$ cat config.mk
export PLATFORM = sky130hd
export DESIGN_NAME = imem_loader
export DESIGN_NICKNAME = d
export VERILOG_FILES = /design/src/rtl/imem_loader.sv
export SDC_FILE = /design/constraint.sdc
export NUM_CORES = 1
export LEC_CHECK = 0
export CORE_ASPECT_RATIO = 1.2
export CORE_MARGIN = 5
export CORE_UTILIZATION = 59
export DETAILED_ROUTE_END_ITERATION = 12
export GPL_ROUTABILITY_DRIVEN = 0
export GPL_TIMING_DRIVEN = 0
export PLACE_DENSITY = 0.94
export SLEW_MARGIN = 15
export SYNTH_ARGS = -nofsm -noshare
export SYNTH_HDL_FRONTEND = slang
export SYNTH_SLANG_ARGS = --single-unit
$ cat constraint.sdc
create_clock -name clk -period 5.5 [get_ports clk]
set_input_delay 1.1 -clock clk [delete_from_list [all_inputs] [get_ports clk]]
set_output_delay 1.1 -clock clk [all_outputs]
set_load 0.01 [all_outputs]
$ cat src/rtl/imem_loader.sv
// imem_loader: boot-time byte-stream loader for the instruction memory.
// Holds the core in reset until a checksummed image has been written.
module imem_loader #(
    parameter int ADDR_W = 8
) (
    input  logic              clk,
    input  logic              rst,
    input  logic              rx_valid,
    output logic              rx_ready,
    input  logic [7:0]        rx_data,
    output logic              imem_we,
    output logic [ADDR_W-1:0] imem_waddr,
    output logic [31:0]       imem_wdata,
    output logic              core_rst_n,
    output logic              done,
    output logic              error,
    output logic [ADDR_W:0]   word_count
);

    typedef enum logic [2:0] {
        S_HDR_LO,
        S_HDR_HI,
        S_LOAD,
        S_CHECK,
        S_DONE,
        S_ERR
    } state_t;

    // Largest legal word count: a full memory.
    localparam logic [16:0] CAP = 17'(2 ** ADDR_W);

    state_t          state;
    logic [7:0]      n_lo;
    logic [ADDR_W:0] n_words;
    logic [7:0]      sum;
    logic [1:0]      k;
    logic [23:0]     wbuf;

    logic            accept;
    logic [16:0]     n_hdr;
    logic [7:0]      sum_nx;
    logic [ADDR_W:0] count_nx;

    // Handshake, header value, running checksum and next word count.
    always_comb begin
        accept   = rx_valid & rx_ready;
        n_hdr    = {1'b0, rx_data, n_lo};
        sum_nx   = sum + rx_data;
        count_nx = word_count + 1'b1;
    end

    // Loader FSM; every output is registered.
    always_ff @(posedge clk or negedge rst) begin
        if (!rst) begin
            state      <= S_HDR_LO;
            rx_ready   <= 1'b0;
            imem_we    <= 1'b0;
            imem_waddr <= '0;
            imem_wdata <= '0;
            core_rst_n <= 1'b0;
            done       <= 1'b0;
            error      <= 1'b0;
            word_count <= '0;
            n_lo       <= '0;
            n_words    <= '0;
            sum        <= '0;
            k          <= '0;
            wbuf       <= '0;
        end else begin
            imem_we <= 1'b0;
            // ready rises on the first edge after reset release
            if (state == S_HDR_LO && !rx_ready) begin
                rx_ready <= 1'b1;
            end
            if (accept) begin
                sum <= sum_nx;
                case (state)
                    S_HDR_LO: begin
                        n_lo  <= rx_data;
                        state <= S_HDR_HI;
                    end
                    S_HDR_HI: begin
                        if (n_hdr > CAP) begin
                            state    <= S_ERR;
                            error    <= 1'b1;
                            rx_ready <= 1'b0;
                        end else if (n_hdr == 17'd0) begin
                            state <= S_CHECK;
                        end else begin
                            n_words <= n_hdr[ADDR_W:0];
                            state   <= S_LOAD;
                        end
                    end
                    S_LOAD: begin
                        k <= k + 2'd1;
                        if (k == 2'd3) begin
                            imem_we    <= 1'b1;
                            imem_wdata <= {rx_data, wbuf};
                            imem_waddr <= word_count[ADDR_W-1:0];
                            word_count <= count_nx;
                            if (count_nx == n_words) begin
                                state <= S_CHECK;
                            end
                        end else begin
                            wbuf[8*k +: 8] <= rx_data;
                        end
                    end
                    S_CHECK: begin
                        rx_ready <= 1'b0;
                        if (sum_nx == 8'h00) begin
                            state      <= S_DONE;
                            done       <= 1'b1;
                            core_rst_n <= 1'b1;
                        end else begin
                            state <= S_ERR;
                            error <= 1'b1;
                        end
                    end
                    default: begin
                    end
                endcase
            end
        end
    end

endmodule

Yosys cells after proc, flatten, opt, wreduce, memory -nomap -nowiden
Cells that the tools add are included.

cells by class
  equal/unequal tests = 9
  bitwise logic cells = 4
  shifts and indexed selects = 2
  add/subtract/negate cells = 4
  mux-type cells = 17
  order comparisons = 1
  reduce and logical (&&, ||, !) cells = 15

operator list
  cell                                                            count
  negation 5 -> 34 bit                                            1
  variable shift 8 x 34 -> 24 bit, first input constant           1
  indexed part select 8 x 34 -> 24 bit                            1
  bitwise mux 24 bit                                              1
  zero test 17 bit                                                1
  greater-than comparator 16 x 9 -> 1 bit, second input constant  1
  case mux 3 bit (4 select lines)                                 1
  AND reduction 4 bit                                             3
  2-to-1 mux 1 bit                                                10
  adder 9 x 1 -> 9 bit, second input constant                     1
  == test 9 bit                                                   1
  2-to-1 mux 3 bit                                                3
  AND reduction 3 bit                                             3
  adder 8 bit                                                     1
  zero test 8 bit                                                 1
  inequality test 2 bit, second input constant                    4
  == test 3 x 2 -> 1 bit, second input constant                   2
  case mux 1 bit (2 select lines)                                 2
  AND reduction 2 bit                                             2
  nonzero test 4 bit                                              1
  == test 3 x 1 -> 1 bit, second input constant                   1
  zero test 3 bit                                                 1
  NOT 1 bit                                                       3
  adder 2 x 1 -> 2 bit, second input constant                     1
  other kinds (5)                                                 5

storage, ports and cells
  flip-flop bits (word level) = 107
  bits of input ports = 11

Logic depth before layout (Yosys ltp)
Gate-level depths: netlist of run 1.

  word-level depth = 6
  gate-level depth with buffers = 9
  gate-level depth less buffers = 9

Worst setup path after synthesis of run 1
OpenSTA, ideal clock, no wires.

  path type = in2reg
  start = input rx_data[0]
  end = register done
  arrival time = 2736 ps
  setup time = 120 ps
  path buffers = 0
  cell stages on the path = 8
  setup slack = 2643 ps
  path through = ha_1 > inv_1 > fa_1 > nor2b_1 > o221ai_1 > o311a_1 > and4b_1 > a31o_2

between the ends
  longest elaborated chain between the ends = 3

RTL lines
  element                               RTL line  text
  start: declaration                    10        input logic [7:0] rx_data,
  adder 8 bit                           48        sum_nx = sum + rx_data;
  zero test 8 bit                       110       if (sum_nx == 8'h00) begin
  AND reduction 3 bit (no source line)  n/a
  end signal: assignment                61        done <= 1'b0;
  end signal: assignment                112       done <= 1'b1;
  end: declaration                      15        output logic done,

Every way passes these cells.
A chain may end at the register's enable or synchronous reset.

Final worst setup path of run 1
  start = input rx_data[1]
  end = register state[0]

between the ends
  longest elaborated chain between the ends = 4

RTL lines
  element                                                      RTL line  text
  adder 8 bit / zero test 17 bit (equally long branches)       48, 87
  zero test 8 bit / 2-to-1 mux 1 bit (equally long branches)   110, 87
  2-to-1 mux 1 bit / 2-to-1 mux 3 bit (equally long branches)  110, 83
  case mux 3 bit (4 select lines) *                            77        case (state)
  end signal: assignment                                       80        state <= S_HDR_HI;
  end signal: assignment                                       111       state <= S_DONE;
  end signal: assignment                                       115       state <= S_ERR;
  end: declaration                                             32        state_t state;

Every way passes the cells marked *; elsewhere a longest branch is shown, timed or not.

==> results of run 1 <==
state kept, by name, indices dropped and copies added (netlist names), 2 cells and up:
register / cells
imem_wdata: 32
word_count: 9
imem_waddr: 8
sum: 8
wbuf: 24
n_words: 9
state: 3
n_lo: 8
k: 2
cell type report:
| class | count | area [µm²] | area share (%) |
|---|---|---|---|
| repair buffers | 64 | 659 | 11.5 |
| well taps | 95 | 119 | 2.07 |
| clock inverters | 3 | 22.5 | 0.392 |
| multi-input cells | 307 | 1870 | 32.6 |
| inverters | 34 | 128 | 2.22 |
| flip-flops and latches | 107 | 2680 | 46.6 |
| plain buffers | 23 | 113 | 1.96 |
| clock buffers | 13 | 159 | 2.76 |
logic make-up (layout without fill, tap and decap cells):
kind of cell	Yosys count	after routing	synth area share [%]
XOR/XNOR	30	30	5.48
buffers and inverters	57	137	5.01
AO/OA/AOI/OAI	82	82	9.77
adder cells (fa/ha/maj)	14	14	3.81
AND/OR/NAND/NOR	162	162	15.6
flip-flops	107	107	55.9
multiplexers	19	19	4.47
cell usage in the layout (no fill, tap or decap), types with 10 or more instances in the layout:
cell type,instances
ha_1,13
o21ai_0,55
buf_2,12
clkbuf_1,10
dfrtp_1,107
nand2_1,97
inv_1,33
clkbuf_8,11
xnor2_1,25
nand3_1,28
clkdlybuf4s50_1,62
mux2_2,19
synthesized netlist by cell type, types with 2 or more instances:
master	instances
nor4_1	4
clkbuf_1	8
ha_1	13
nand2_1	97
buf_4	3
xnor2_1	25
xor2_1	5
nor3b_1	5
nand4b_1	2
and3b_1	3
nor2_1	9
nor3_1	6
mux2_2	19
o221ai_1	2
a21oi_1	4
dfrtp_1	107
inv_1	33
buf_2	12
nand3_1	28
o21ai_0	55
o21ai_1	8
a211oi_1	2
power by group through the flow:
stage          sequential (W)  clock, W  combinational (W)
2_1_floorplan        0.000898         0           0.000250
3_3_place_gp         0.000904         0           0.000326
3_5_place_dp         0.000908         0           0.000349
4_1_cts              0.000893  0.000458           0.000351
5_1_grt              0.000903  0.000495           0.000391
6_report             0.000894  0.000452           0.000352
worst paths after layout:
path / from / end / slack (ns) / cells past startpoint
max in group asynchronous: rst / wbuf[4] / 4.28 / 2
worst max-delay path: rx_data[1] / state[0] / 2.21 / 8
min in group asynchronous: rst / word_count[7] / 0.56 / 1
worst min register to register: imem_waddr[3] / imem_waddr[3] / 0.48 / 2
worst min-delay path: imem_waddr[3] / imem_waddr[3] / 0.48 / 2
worst max register to register: sum[0] / state[0] / 3.23 / 8
per-layer routing:
layer | wire length, µm | vias up | GRT usage (%)
li1 | - | 1716 | -
met1 | 4400 | 1786 | 29.4
met2 | 5490 | 127 | 38.7
met3 | 562 | 31 | 5.24
met4 | 339 | 0 | 10.2
met5 | 0 | - | 0
per-stage QoR:
step / setup TNS [ns] / instances / hold WS [ns] / setup slack, ns
final: 0 / 646 / 0.479 / 2.21
after global routing: 0 / 646 / 0.506 / 2.12
after CTS: 0 / 646 / 0.484 / 2.25
after detailed placement: 0 / 630 / 0.462 / 1.84
after global placement: -43.26 / 629 / 0.457 / -0.412
after floorplan: 0 / 471 / 0.454 / 2.64
critical path, cell delays in order:
cell             delay, ns
clkdlybuf4s50_1       0.64
inv_1                 0.17
fa_1                  0.48
nor2b_1               0.19
o221ai_1              0.17
o311a_1               0.33
and4b_1               0.24
a311oi_2              0.27
==> reports/results.tsv, run 1 <==
metric	value	unit
clk_path_buf_depth	2	
cts.sinks	107	
fin_nets	571	
wl_per_cell	16.7	µm
min_period_over_period	59.8	%
cp_max_fo	6	
skew	0.0121	ns
holdBufCountCts	0	
power.density	295	mW/mm²
pwr-share-seq	52.6	%
dp_hpwl	7580	µm
die_width	92.3	µm
outcome	complete, no violations	
die_h	109	µm
drive_gt1_share	10.2	%
async_flop_share	100	%
core_area	0.00802	mm²
insertion_delay	0.38	ns
syn_avg_cell_area	10.2	µm²
drc	0	
synth_edf_count	0	
cts.clk_slew.worst_paths	0.10	ns
n_antenna_cell	0	
drv_slew	0	
fmax	304	MHz
tightestPinTransition	0.908	ns
cts_tree	built	
crit_required	5.80	ns
ys.flop_type	dfrtp_1	
criticalPathCategory	input pin to flip-flop	
port-buffer-count	63	
wl	10800	µm
syn_inst	471	
arrival	3.58	ns
mappedNetlistNets	496	
floorplan.die_area	0.0100	mm²
antenna_found_initial	0	
initial_core_util	59.8	%
synth.distinct_cells	43	
grt-ovfl-total	0	
leakage	2.68	nW
p_clk_share	26.6	%
p_switching	0.000496	W
finalHoldViolCount	0	
yosysTopAreaCell	dfrtp_1	
yosys_register_bits	107	
max-cap-violations	0	
cts_max_level	3	
slew_headroom	39.4	%
synth_top_cell_area_share	55.9	%
grt_pass1_vias	3705	
synth.cell_area	0.00479	mm²
final_util	71.7	%
fillCellCount	523	
yosysSeqAreaShare	55.9	%
cts_resized	0	
finalSetupViolations	0	
comb_power_share	20.7	%
min_period	3.29	ns
ant_nets	0	
vias_per_cell	5.67	
post-cts-setup-buffers	0	
dr.pass1.iters	5	
ys_warn_count	0	
rsz0062_at_grt	false	
placed_cell_area	0.00557	mm²
power	0.00170	W
pin_count	65	
synth_area_leaders	dfrtp_1, nand2_1, o21ai_0	
cp-start-kind	input pin	
cp-end-kind	flip-flop	
num_vias	3660	
cts.root.buffer_cell	clkbuf_8	
p_int	0.00120	W
num_rows	36	
syn2layout_area_growth	20.0	%
cts_buffers	9	
final_area	0.00575	mm²
peakVddDrop	0.000209	V
grt.total_usage	23.2	%
grt_first_pass_wirelength	18200	µm
hold_class	flip-flop to flip-flop	
grt_max_degree	83	
drt-initial-drc-count	277	
p_sw_share	29.2	%
Power figures use the tool's default switching activity.
==> run 2: changes to the inputs <==
--- a/config.mk
+++ b/config.mk
@@ -7,11 +7,11 @@
 export LEC_CHECK = 0
 export CORE_ASPECT_RATIO = 1.2
 export CORE_MARGIN = 5
-export CORE_UTILIZATION = 59
+export CORE_UTILIZATION = 55
 export DETAILED_ROUTE_END_ITERATION = 12
 export GPL_ROUTABILITY_DRIVEN = 0
 export GPL_TIMING_DRIVEN = 0
-export PLACE_DENSITY = 0.94
+export PLACE_DENSITY = 0.89
 export SLEW_MARGIN = 15
 export SYNTH_ARGS = -nofsm -noshare
 export SYNTH_HDL_FRONTEND = slang
==> constraint.sdc (replaced) <==
create_clock -name clk -period 3.04 [get_ports clk]
set_input_delay 0.608 -clock clk [delete_from_list [all_inputs] [get_ports clk]]
set_output_delay 0.608 -clock clk [all_outputs]
set_load 0.01 [all_outputs]
==> run 2 against run 1 <==
Cell count rose by 3.4%. Utilization fell by 4.2 points. Combinational power rose by 83%. Die area rose by 6.5%. Wire length fell by 5.9%. Register-to-register slack got worse by 2.5 ns. Clock-buffer cell count fell by 4. Sequential share of layout area fell by 0.24 points. Via count fell by 1.4%. Worst setup slack got worse by 2.0 ns. Flip-flop and latch count did not move. Critical path type unchanged.
==> reports/results.tsv, run 2 (synthesized netlist as in run 1, its figures left out) <==
metric	value	unit
setup_slack	0.244	ns
grt-ovfl-total	0	
port-buffer-count	63	
slew_headroom	30.0	%
power.density	534	mW/mm²
drv_slew	0	
cp-end-kind	flip-flop	
cp-start-kind	input pin	
dp_hpwl	7320	µm
drive_gt1_share	10.5	%
largest_register_ffs	32	
grt_pass1_vias	3566	
cp-startpoint	rx_data[1]	
cts.clk_slew.worst_paths	0.11	ns
clk_path_buf_depth	2	
drt-initial-drc-count	171	
final_util	67.5	%
cts_buffers	9	
vias_per_cell	5.40	
rsz0062_at_grt	false	
insertion_delay	0.37	ns
n_antenna_cell	0	
final_cell_mix	dfrtp_1, nand2_1, clkdlybuf4s50_1, o21ai_0, inv_1	
min_period_over_period	92.0	%
min_period	2.80	ns
cts_max_level	3	
floorplan.die_area	0.0107	mm²
fin_nets	571	
finalSetupViolations	0	
post-cts-setup-buffers	0	
syn2layout_area_growth	20.7	%
fillCellCount	637	
num_vias	3610	
grt_max_degree	89	
cts_tree	built	
antenna_found_initial	0	
timing.rr.start	word_count[0]	
grt.total_usage	20.3	%
holdBufCountCts	0	
tightestPinTransition	1.05	ns
reg2reg_slack	0.75	ns
drc	0	
crit_required	3.31	ns
peakVddDrop	0.000317	V
hold_class	input pin to asynchronous set/reset pin	
die_h	112	µm
pin_count	65	
outcome	complete, no violations	
cts_resized	0	
largest_register	imem_wdata	
ant_nets	0	
grt_first_pass_wirelength	17200	µm
cp_max_fo	6	
fmax	358	MHz
core_area	0.00856	mm²
die_width	95.2	µm
cts.sinks	107	
cts.root.buffer_cell	clkbuf_8	
dr.pass1.iters	5	
wl	10200	µm
criticalPathCategory	input pin to flip-flop	
pre_cts_ws	-0.144	ns
skew	0.0173	ns
initial_core_util	55.9	%
reg.largest.list	imem_wdata (32), wbuf (24)	
mostFrequentLayoutCell	dfrtp_1	
leakage	2.69	nW
wl_per_cell	15.2	µm
num_rows	37	
max-cap-violations	0	
power	0.00309	W
arrival	3.06	ns
finalHoldViolCount	0	
## run 2: worst paths after layout
path	end	cells after the start
max	done	8
min	imem_wdata[6]	1
max reg2reg	state[0]	6
min reg2reg	imem_wdata[29]	2
max in group asynchronous	wbuf[16]	2
min in group clk	imem_wdata[29]	2
## run 2: worst max-delay path, cell delays in order
cell and delay (ns):
clkdlybuf4s50_1 0.65, inv_1 0.17, fa_1 0.48, nor2b_1 0.16, o221ai_1 0.17, o311a_1 0.33, and4b_1 0.24, a31o_2 0.25
## run 2: through the flow
stage	hold WS, ns	std cells	TNS (ns)	area, µm²
finish	0.0500	668	0	5780
floorplan	0.312	471	0	4790
global route	0.0470	668	0	5780
CTS	0.0562	668	0	5780
global placement	0.457	651	-258.51	5570
detailed placement	0.462	652	-0.294	5600
## run 2: power by group
group / switching, W / internal [W]
combinational: 0.000345 / 0.000299
sequential: 0.0000806 / 0.00153
clock: 0.000515 / 0.000313
total: 0.000941 / 0.00214
## run 2: per-layer routing
metal	part of all wire [%]	vias up	GRT usage, %
met5	0	-	0
met4	1.3	0	5.77
met3	3.9	12	3.28
met2	51	91	34.0
met1	44	1792	27.3
li1	-	1715	-
## run 2: final cells by class
type,count,area (µm²),share of cell area (%)
sequential,107,2680,46.3
multi-input combinational,307,1870,32.4
tap,117,146,2.53
timing repair buffer,64,659,11.4
clock buffer,9,124,2.14
clock inverter,7,60.1,1.04
buffer,23,113,1.95
inverter,34,128,2.21
==> run 3: changes to the inputs <==
--- a/config.mk
+++ b/config.mk
@@ -5,13 +5,14 @@
 export SDC_FILE = /design/constraint.sdc
 export NUM_CORES = 1
 export LEC_CHECK = 0
+export ABC_AREA = 1
 export CORE_ASPECT_RATIO = 1.2
 export CORE_MARGIN = 5
 export CORE_UTILIZATION = 55
 export DETAILED_ROUTE_END_ITERATION = 12
 export GPL_ROUTABILITY_DRIVEN = 0
 export GPL_TIMING_DRIVEN = 0
-export PLACE_DENSITY = 0.89
+export PLACE_DENSITY = 0.88
 export SLEW_MARGIN = 15
 export SYNTH_ARGS = -nofsm -noshare
 export SYNTH_HDL_FRONTEND = slang
==> run 3 against run 2 <==
Maximum frequency up 6.4%. Via count increased by 18%. Cell count rose by 19%. Worst hold slack gained 0.064 ns. Non-clock buffer count is 3 lower. Total power is 2.3% lower. Utilization increased by 0.31 points. Global-route usage grew 1.4 points.
==> reports/results.tsv, run 3 <==
metric	value	unit
outcome	complete, no violations	
cts_max_level	3	
async_flop_share	100	%
power.density	495	mW/mm²
max-cap-violations	0	
wl_per_cell	14.5	µm
skew	0.00999	ns
hold-worst-slack	0.114	ns
max_stage_delay	0.53	ns
cp_max_fo	3	
peakVddDrop	0.000275	V
arrival	2.89	ns
synth_area_leaders	dfrtp_1, nand2_1, o21ai_0	
mostFrequentLayoutCell	nand2_1	
synth_edf_count	0	
syn2layout_area_growth	20.9	%
yosys_register_bits	107	
finalSetupViolations	0	
wl	11500	µm
criticalPathCategory	input pin to flip-flop	
largest_register	imem_wdata	
clk_path_buf_depth	2	
min_period	2.63	ns
yosysSeqAreaShare	53.1	%
grt_max_degree	73	
cts_buffers	9	
grt.total_usage	21.8	%
grt_pass1_vias	4357	
reg.largest.list	imem_wdata (32), wbuf (24)	
ys_warn_count	0	
drc	0	
grt-ovfl-total	0	
fillCellCount	703	
fmax	380	MHz
dp_hpwl	8780	µm
hold_class	input pin to asynchronous set/reset pin	
cp-end-kind	flip-flop	
crit_top_cell	nand2_1	
cts.clk_slew.worst_paths	0.09	ns
dp.cells	776	
final_util	67.8	%
slowest_stage	clkdlybuf4s50_1	
timing.rr.start	sum[0]	
placed_cell_area	0.00586	mm²
synth.cell_area	0.00504	mm²
post-cts-setup-buffers	0	
holdBufCountCts	0	
yosysTopAreaCell	dfrtp_1	
cp-start-kind	input pin	
die_h	115	µm
insertion_delay	0.38	ns
cts_tree	built	
ant_nets	0	
synth.distinct_cells	30	
synthTopCellsByCount	nand2_1, dfrtp_1, inv_1	
fin_nets	692	
grt_first_pass_wirelength	19900	µm
mappedNetlistNets	616	
path_buf_inv	2	
antenna_found_initial	0	
cts_resized	0	
cts.root.buffer_cell	clkbuf_8	
syn_avg_cell_area	8.53	µm²
rsz0062_at_grt	false	
port-buffer-count	64	
floorplan.die_area	0.0112	mm²
slew_headroom	60.5	%
synth_top_cell_area_share	53.1	%
synth_most_common_cell	nand2_1	
crit_required	3.31	ns
syn_inst	591	
initial_core_util	56.1	%
num_rows	38	
drive_gt1_share	5.65	%
fin_cells	792	
cts.sinks	107	
ys.flop_type	dfrtp_1	
final_area	0.00609	mm²
core_area	0.00899	mm²
r2r-end	state[0]	
min_period_over_period	86.5	%
path_cells	clkdlybuf4s50_1, ha_1, inv_1, fa_1, nand3b_1, nand2_1, nand2_1, nand3_1, nand2_1, nor2_1, nand2_1, nand2_1, nand2_1, nand3_1, nand2_1	
reg2reg_slack	0.82	ns
finalHoldViolCount	0	
final_cell_mix	nand2_1, dfrtp_1, inv_1, o21ai_0, clkdlybuf4s50_1	
drt-initial-drc-count	230	
vias_per_cell	5.37	
n_antenna_cell	0	
reg2reg_depth	14	
largest_register_ffs	32	
tightestPinTransition	0.590	ns
drv_slew	0	
leakage	2.98	nW
pin_count	65	
critical-path-top-delay-family	simple AND/OR/NAND/NOR gates	
num_vias	4255	
die_width	97.4	µm
dr.pass1.iters	5	
## run 3: changes by cell type after synthesis, sizes merged, moves of 5 or more
cell    before  now
inv         34   78
a21oi        4   12
nand4        1    7
o21ai       63   85
nand3       28   46
nand3b       0    5
nand2       97  154
xnor2       25    2
mux2        19    2
nor2        10   44
## run 3: logic make-up (layout without fill, tap and decap cells)
family	Yosys count	in the layout	synth area share, %
and+or+nand+nor	261	261	22.9
DFF	107	107	53.1
AOI/OAI and AO/OA	104	104	10.6
buffers and inverters	97	178	8.02
adders and majority gates	14	14	3.62
xor gates and xnor gates	6	6	1.34
muxes	2	2	0.447
## run 3: area by class of cell
class / count / area (µm²) / area share (%)
sequential: 107 / 2680 / 43.9
multi-input combinational: 387 / 1960 / 32.1
timing repair buffer: 65 / 669 / 11.0
inverter: 78 / 295 / 4.85
tap: 120 / 150 / 2.46
clock buffer: 12 / 135 / 2.22
buffer: 19 / 109 / 1.79
clock inverter: 4 / 98.8 / 1.62
## run 3: how the worst max path moves through the flow
stage                     startpoint  slack [ns]            end  depth (start not counted)
after global routing      rx_data[0]        0.26       state[0]                         15
final                     rx_data[0]        0.41       state[0]                         15
after global placement           rst       -2.42  word_count[4]                          1
after floorplan           rx_data[0]        0.92       state[0]                         14
after detailed placement  rx_data[0]        0.06       state[0]                         15
after CTS                 rx_data[0]        0.47          error                         15
## run 3: routing by layer
metal  routed length, µm  share of wire [%]  up-vias  GRT usage, %
met5                   0                  0        -             0
met4                 304                2.7        0          8.31
met3                 619                5.4       28          5.10
met2                5750                 50      143          38.2
met1                4780                 42     2031          26.2
li1                    -                  -     2053             -
## run 3: worst reg2reg max path, stage by stage, from the launching register on
cell and delay (ns):
dfrtp_1 0.37, ha_1 0.20, inv_1 0.06, fa_1 0.40
nand3b_1 0.20, nand2_1 0.11, nand2_1 0.09, nand3_1 0.12
nand2_1 0.10, nor2_1 0.10, nand2_1 0.09, nand2_1 0.08
nand2_1 0.05, nand3_1 0.08, nand2_1 0.06
## run 3: where the power goes
| group | switching [W] | internal, W |
|---|---|---|
| Clock | 0.000464 | 0.000550 |
| Sequential | 0.0000343 | 0.00147 |
| Combinational | 0.000314 | 0.000180 |
| Total | 0.000812 | 0.00220 |
## run 3: through the flow
step | power (W) | setup WS [ns] | TNS (ns)
6_report | 0.00301 | 0.411 | 0
5_1_grt | 0.00316 | 0.258 | 0
4_1_cts | 0.00301 | 0.469 | 0
3_5_place_dp | 0.00201 | 0.0607 | 0
3_3_place_gp | 0.00197 | -2.42 | -258.36
2_1_floorplan | 0.00187 | 0.917 | 0
